==> src/rtl/cmn_pkg.sv <==
// cmn_pkg: shared encodings for the cmn stream blocks
package cmn_pkg;
  localparam int CMN_MUX_MODE_RR  = 0;
  localparam int CMN_MUX_MODE_SEL = 1;
endpackage

==> src/rtl/cmn_rr_arbiter.sv <==
// cmn_rr_arbiter: one-hot grant to the first request at or above ptr, wrapping to 0
module cmn_rr_arbiter #(
  parameter int p_n = 4,
  localparam int W = $clog2(p_n)
) (
  input  logic [p_n-1:0] req,
  input  logic [W-1:0]   ptr,
  output logic [p_n-1:0] gnt
);
  // Walk from farthest to nearest so the request closest to ptr wins last
  always_comb begin
    gnt = '0;
    for (int k = p_n - 1; k >= 0; k--)
      if (req[(int'(ptr) + k) % p_n]) gnt = p_n'(1) << ((int'(ptr) + k) % p_n);
  end
endmodule

==> src/rtl/cmn_stream_mux.sv <==
// cmn_stream_mux: N-to-1 valid/ready stream mux with a single registered output entry
// Defining CMN_STREAM_MUX_LOCK_EN adds in_last and holds the grant for a whole packet
module cmn_stream_mux
  import cmn_pkg::*;
#(
  parameter int p_nbits   = 32,
  parameter int p_ninputs = 4,
  parameter int p_mode    = CMN_MUX_MODE_RR,
  localparam int W = $clog2(p_ninputs)
) (
  input  logic                         clk,
  input  logic                         reset,
  input  logic [p_ninputs-1:0]         in_val,
  output logic [p_ninputs-1:0]         in_rdy,
  input  logic [p_ninputs*p_nbits-1:0] in_msg,
`ifdef CMN_STREAM_MUX_LOCK_EN
  input  logic [p_ninputs-1:0]         in_last,
`endif
  input  logic [W-1:0]                 sel,
  output logic                         out_val,
  input  logic                         out_rdy,
  output logic [p_nbits-1:0]           out_msg,
  output logic [W-1:0]                 out_src
);
  logic [W-1:0] ptr_q, ptr_d, src_q, src_d, lidx_q, lidx_d, gidx;
  logic lock_q, lock_d, val_q, val_d, accept, xfer, last;
  logic [p_nbits-1:0] msg_q, msg_d;
  logic [p_ninputs-1:0] rr_gnt, sel_gnt, lock_gnt, gnt;

  cmn_rr_arbiter #(.p_n(p_ninputs)) u_arb (.req(in_val), .ptr(ptr_q), .gnt(rr_gnt));

`ifdef CMN_STREAM_MUX_LOCK_EN
  assign last = in_last[gidx];
`else
  assign last = 1'b1;
`endif

  // A held packet lock overrides both arbitration modes
  always_comb begin
    sel_gnt  = (int'(sel) < p_ninputs && in_val[sel]) ? p_ninputs'(1) << sel : '0;
    lock_gnt = in_val[lidx_q] ? p_ninputs'(1) << lidx_q : '0;
    gnt      = lock_q ? lock_gnt : (p_mode == CMN_MUX_MODE_SEL) ? sel_gnt : rr_gnt;
    accept   = !val_q || out_rdy;
    in_rdy   = (reset || !accept) ? '0 : gnt;
    xfer     = |in_rdy;
    gidx     = '0;
    for (int i = 0; i < p_ninputs; i++) if (gnt[i]) gidx = W'(i);
  end

  always_comb begin
    ptr_d  = (xfer && last) ? ((gidx == W'(p_ninputs - 1)) ? '0 : gidx + W'(1)) : ptr_q;
    lock_d = xfer ? !last : lock_q;
    lidx_d = xfer ? gidx : lidx_q;
    val_d  = xfer || (val_q && !out_rdy);
    msg_d  = xfer ? in_msg[int'(gidx) * p_nbits +: p_nbits] : msg_q;
    src_d  = xfer ? gidx : src_q;
  end

  always_ff @(posedge clk) begin
    if (reset) begin
      ptr_q  <= '0;
      lock_q <= 1'b0;
      lidx_q <= '0;
      val_q  <= 1'b0;
      msg_q  <= '0;
      src_q  <= '0;
    end else begin
      ptr_q  <= ptr_d;
      lock_q <= lock_d;
      lidx_q <= lidx_d;
      val_q  <= val_d;
      msg_q  <= msg_d;
      src_q  <= src_d;
    end
  end

  assign out_val = val_q;
  assign out_msg = msg_q;
  assign out_src = src_q;
endmodule
==> config.mk <==
export PLATFORM = sky130hd
export DESIGN_NAME = cmn_stream_mux
export DESIGN_NICKNAME = d
export VERILOG_FILES = /design/src/rtl/cmn_pkg.sv /design/src/rtl/cmn_rr_arbiter.sv /design/src/rtl/cmn_stream_mux.sv
export SDC_FILE = /design/constraint.sdc
export NUM_CORES = 1
export LEC_CHECK = 0
export CORE_ASPECT_RATIO = 1.4
export CORE_MARGIN = 8
export CORE_UTILIZATION = 37
export DETAILED_ROUTE_END_ITERATION = 7
export GPL_ROUTABILITY_DRIVEN = 0
export PLACE_DENSITY = 0.88
export SLEW_MARGIN = 20
export SYNTH_ARGS = -nofsm -noshare
export SYNTH_HDL_FRONTEND = slang
export SYNTH_SLANG_ARGS = --single-unit
==> constraint.sdc <==
create_clock -name clk -period 4.7 [get_ports clk]
set_input_delay 0.47 -clock clk [delete_from_list [all_inputs] [get_ports clk]]
set_output_delay 0.47 -clock clk [all_outputs]
set_load 0.05 [all_outputs]
==> key figures <==
Timing
  – Max-slew headroom: 33.3%
  – Tmin final: between 4 and 5 ns
  – Period utilization: 88.4%
  – Final Setup Violations: 0
  – Worst Skew: roughly 0.0053 ns
  – Final Hold Fails: 0
  – Max Clk Rate: 241 MHz
  – Count of pins over their slew limit: 0
  – Unrepaired setup endpoints after global routing: no
  – Worst slew pin tran: 0.998 ns
  – Setup_tns: 0 ns

Global route
  – Antenna violations before repair: 0
  – GRT overflow: 0
  – Largest net degree at the start of global routing: 41
  – GRT Util Overall: 21.3%
  – First-pass GRT wire length: 17900 microns
  – Vias in the first global route: 3607

Synthesis
  – Mapped Area: 2740 sq um
  – Top_reg_cell synth: dfxtp_1
  – YS warnings: 0
  – XOR/XNOR Fraction of Synth Area: 0%
  – Asr flop ratio synth: 0%
  – Adder-Cell Fraction of Synth Area: 4.11%
  – Post-synth EDFFs: 0
  – Largest family of logic cells by synthesized area: compound AO/OA/AOI/OAI gates
  – Syn Nets: 476
  – Synthesized instance count: 330
  – Post-synthesis register bit count: 37
  – Syn_area_per_cell: roughly 8.3 sq um
  – Register area share after synthesis: a little over a quarter
  – Compound-cell area share of the yosys netlist: 33.5%
  – Multiplexer share of the synthesized area: between 10% and 20%
  – Simple-Gate Fraction of Synth Area: between 10% and 20%
  – Synth unique cells: 47

Power
  – Peak supply drop: 419 uV
  – Pwr Density: 701 nW/um^2
  – Pleak: 1.72 nW

CTS
  – Max clock buf depth: 2
  – # Post-CTS Setup Buffers: 0
  – Post-cts sizing count: 0
  – CTS tree: done
  – Num CTS Buffers: 5
  – Worst-Skew Late Latency: 0.28 ns
  – Hold Buf Count CTS: 0
  – CTS H-Tree Depth: 2
  – Worst-path clk slew: around 0.080 ns
  – Root Buffer: clkbuf_8
  – # clock sinks: 37

Critical path
  – Critical-path cell list: clkinv_1, buf_4, ha_1, mux2i_1, o22ai_1, a2111oi_1, o21a_1, nor2_1, clkdlybuf4s50_1
  – Crit path required time: 4.23 ns
  – Worst r2r src: ptr_q[1]
  – Endpoint class of the critical path: output port
  – Worst setup endpoint: in_rdy[1]
  – Crit Path Max Fanout: 10
  – Slowest cell on crit path: clkdlybuf4s50_1
  – CP Launch Type: register
  – Crit. Startpoint: ptr_q[1]
  – Register-to-register setup slack: approximately 0.55 ns
  – Worst r2r dst: out_msg[10]
  – CP Buf/Inv Count: 3
  – CP max stage delay: around 0.76 ns
  – Crit path depth: 9
  – Cell depth of the worst flop-to-flop path: 10
  – Crit path kind: reg -> out
  – CP arrival: 3.68 ns
  – Cell family with most CP delay: buffers and inverters

Placed design
  – Post-DP HPWL: 8770 microns
  – Area post-placement: 4590 sq um
  – IO Port Bufs: 173

Die
  – Die area: 10500 sq um
  – Die Wd: approximately 89 microns
  – Row count: 37
  – Effective utilization at floorplan: 37.7%
  – Core Footprint: 7270 sq um
  – Die height: 118 microns
  – I/O pin cnt: 176

Finish
  – Total of fill cells in the finished design: 619
  – Final-stage net count: 643
  – N_diodes: 0
  – Fin area: 4680 sq um
  – Fraction of layout cells with a size suffix above 1: 9.46%
  – Area growth syn-to-layout: 70.6%

Route
  – Routed wire length per instance: between 15 and 20 microns
  – Vias per Instance: 5.56
  – DRC: 0
  – DRT iter0 DRCs: 153
  – 1st-pass router iterations: 5
  – Routed Antenna Nets: 0
  – Routed WL: 11300 microns
  – Vias: 3305

Run
  – Max Cap Viol: 0

Worst hold path
  – Worst hold path class: reg -> reg

Outcome
  – Run status: complete, no violations
report_power, final:
group	leakage, nW	total, mW	switching, mW	internal [mW]
clock	0.0433	0.235	0.119	0.116
sequential	0.308	0.538	0.0834	0.455
combinational	1.37	2.50	1.52	0.984
flip-flops by register name, summed over array words and instances, names as in the netlist:
register,flops
lidx_q,2
out_msg,32
out_val,1
ptr_q,2
worst reg2reg max path, stage by stage, from the launching register on:
cell and delay (ns):
dfxtp_1 0.56, clkinv_1 0.12, buf_4 0.19, ha_1 0.42
mux2i_1 0.38, o22ai_1 0.15, a2111oi_1 0.54, o21ai_1 0.25
a21oi_2 0.66, mux2_2 0.42, a221o_1 0.35
cells in the mapped netlist, types with 2 or more instances:
cell,count,area (sq um)
a211oi_1,10,75.1
a221o_1,9,90.1
mux4_2,2,45.0
a31o_2,2,17.5
nand3_1,11,55.1
a22oi_1,6,45.0
mux2_2,12,135
o31ai_1,2,15.0
dfxtp_1,37,741
o21a_1,3,22.5
buf_2,5,25.0
nand2_1,8,30.0
a2bb2oi_1,17,149
mux2i_1,13,130
nand3b_1,23,173
o22ai_1,3,18.8
o21ai_0,51,255
nor2_1,16,60.1
buf_1,2,7.51
clkbuf_1,17,63.8
o211ai_1,6,45.0
nor3_1,19,95.1
a21oi_1,10,50.1
and3_1,5,31.3
nand2b_1,5,31.3
buf_6,2,22.5
ha_1,9,113
o21ai_1,6,30.0
metal layers:
metal	global-route usage (%)	part of all wire, %
met5	0	0
met4	6.38	1.7
met3	5.73	8.7
met2	39.0	53
met1	22.2	37
final cells by class:
class,instances,area (sq um),area share [%]
Clock buffer,6,82.6,1.77
Tap cell,97,121,2.60
Inverter,3,11.3,0.241
Clock inverter,1,7.51,0.161
Sequential cell,37,741,15.8
Timing Repair Buffer,186,1830,39.1
Multi-Input combinational cell,264,1890,40.3
kinds of logic (layout without fill, tap and decap cells):
group / after synthesis / count (layout)
AOI/OAI and AO/OA: 134 / 134
and+or+nand+nor: 93 / 93
DFF: 37 / 37
buffers and inverters: 29 / 196
muxes: 28 / 28
adders and majority gates: 9 / 9
worst min-delay path by stage:
| stage | slack [ns] | cells past startpoint | end | start |
|---|---|---|---|---|
| after floorplan | 0.63 | 2 | out_msg[15] | in_msg[79] |
| after global placement | 0.47 | 2 | out_msg[13] | out_msg[13] |
| after detailed placement | 0.47 | 2 | out_msg[13] | out_msg[13] |
| after CTS | 0.49 | 2 | out_msg[13] | out_msg[13] |
| after global routing | 0.50 | 2 | out_msg[13] | out_msg[13] |
| final | 0.48 | 2 | out_msg[13] | out_msg[13] |
cell usage in the layout (no fill, tap or decap), types with 2 or more instances in the layout:
cell and count:
clkbuf_8 6, dfxtp_1 37, mux2_2 12, nor2_1 16, buf_4 14, a211oi_1 10
o21ai_0 51, o211ai_1 6, and3_1 5, nor3_1 19, a21oi_1 10, ha_1 9
mux4_2 2, o21a_1 3, o31ai_1 2, nand2b_1 5, a2bb2oi_1 17, a22oi_1 6
o21ai_2 2, nand3b_1 23, o21ai_1 4, clkdlybuf4s50_1 172, o22ai_1 3, a221o_1 9
a31o_2 2, nand2_1 8, mux2i_1 13, nand3_1 11
metrics by stage:
step | total power [mW] | util (%) | setup WS [ns] | hold slack, ns | cells
after CTS | 3.30 | 64.3 | 0.539 | 0.487 | 594
after floorplan | 2.27 | - | 0.996 | 0.629 | 330
final | 3.28 | 64.3 | 0.545 | 0.483 | 594
after global placement | 2.98 | 63.1 | 0.721 | 0.467 | 587
after global routing | 3.50 | 64.3 | 0.157 | 0.503 | 594
after detailed placement | 3.06 | 63.1 | 0.586 | 0.473 | 587
No activity file was read; power rests on OpenSTA's default activity.
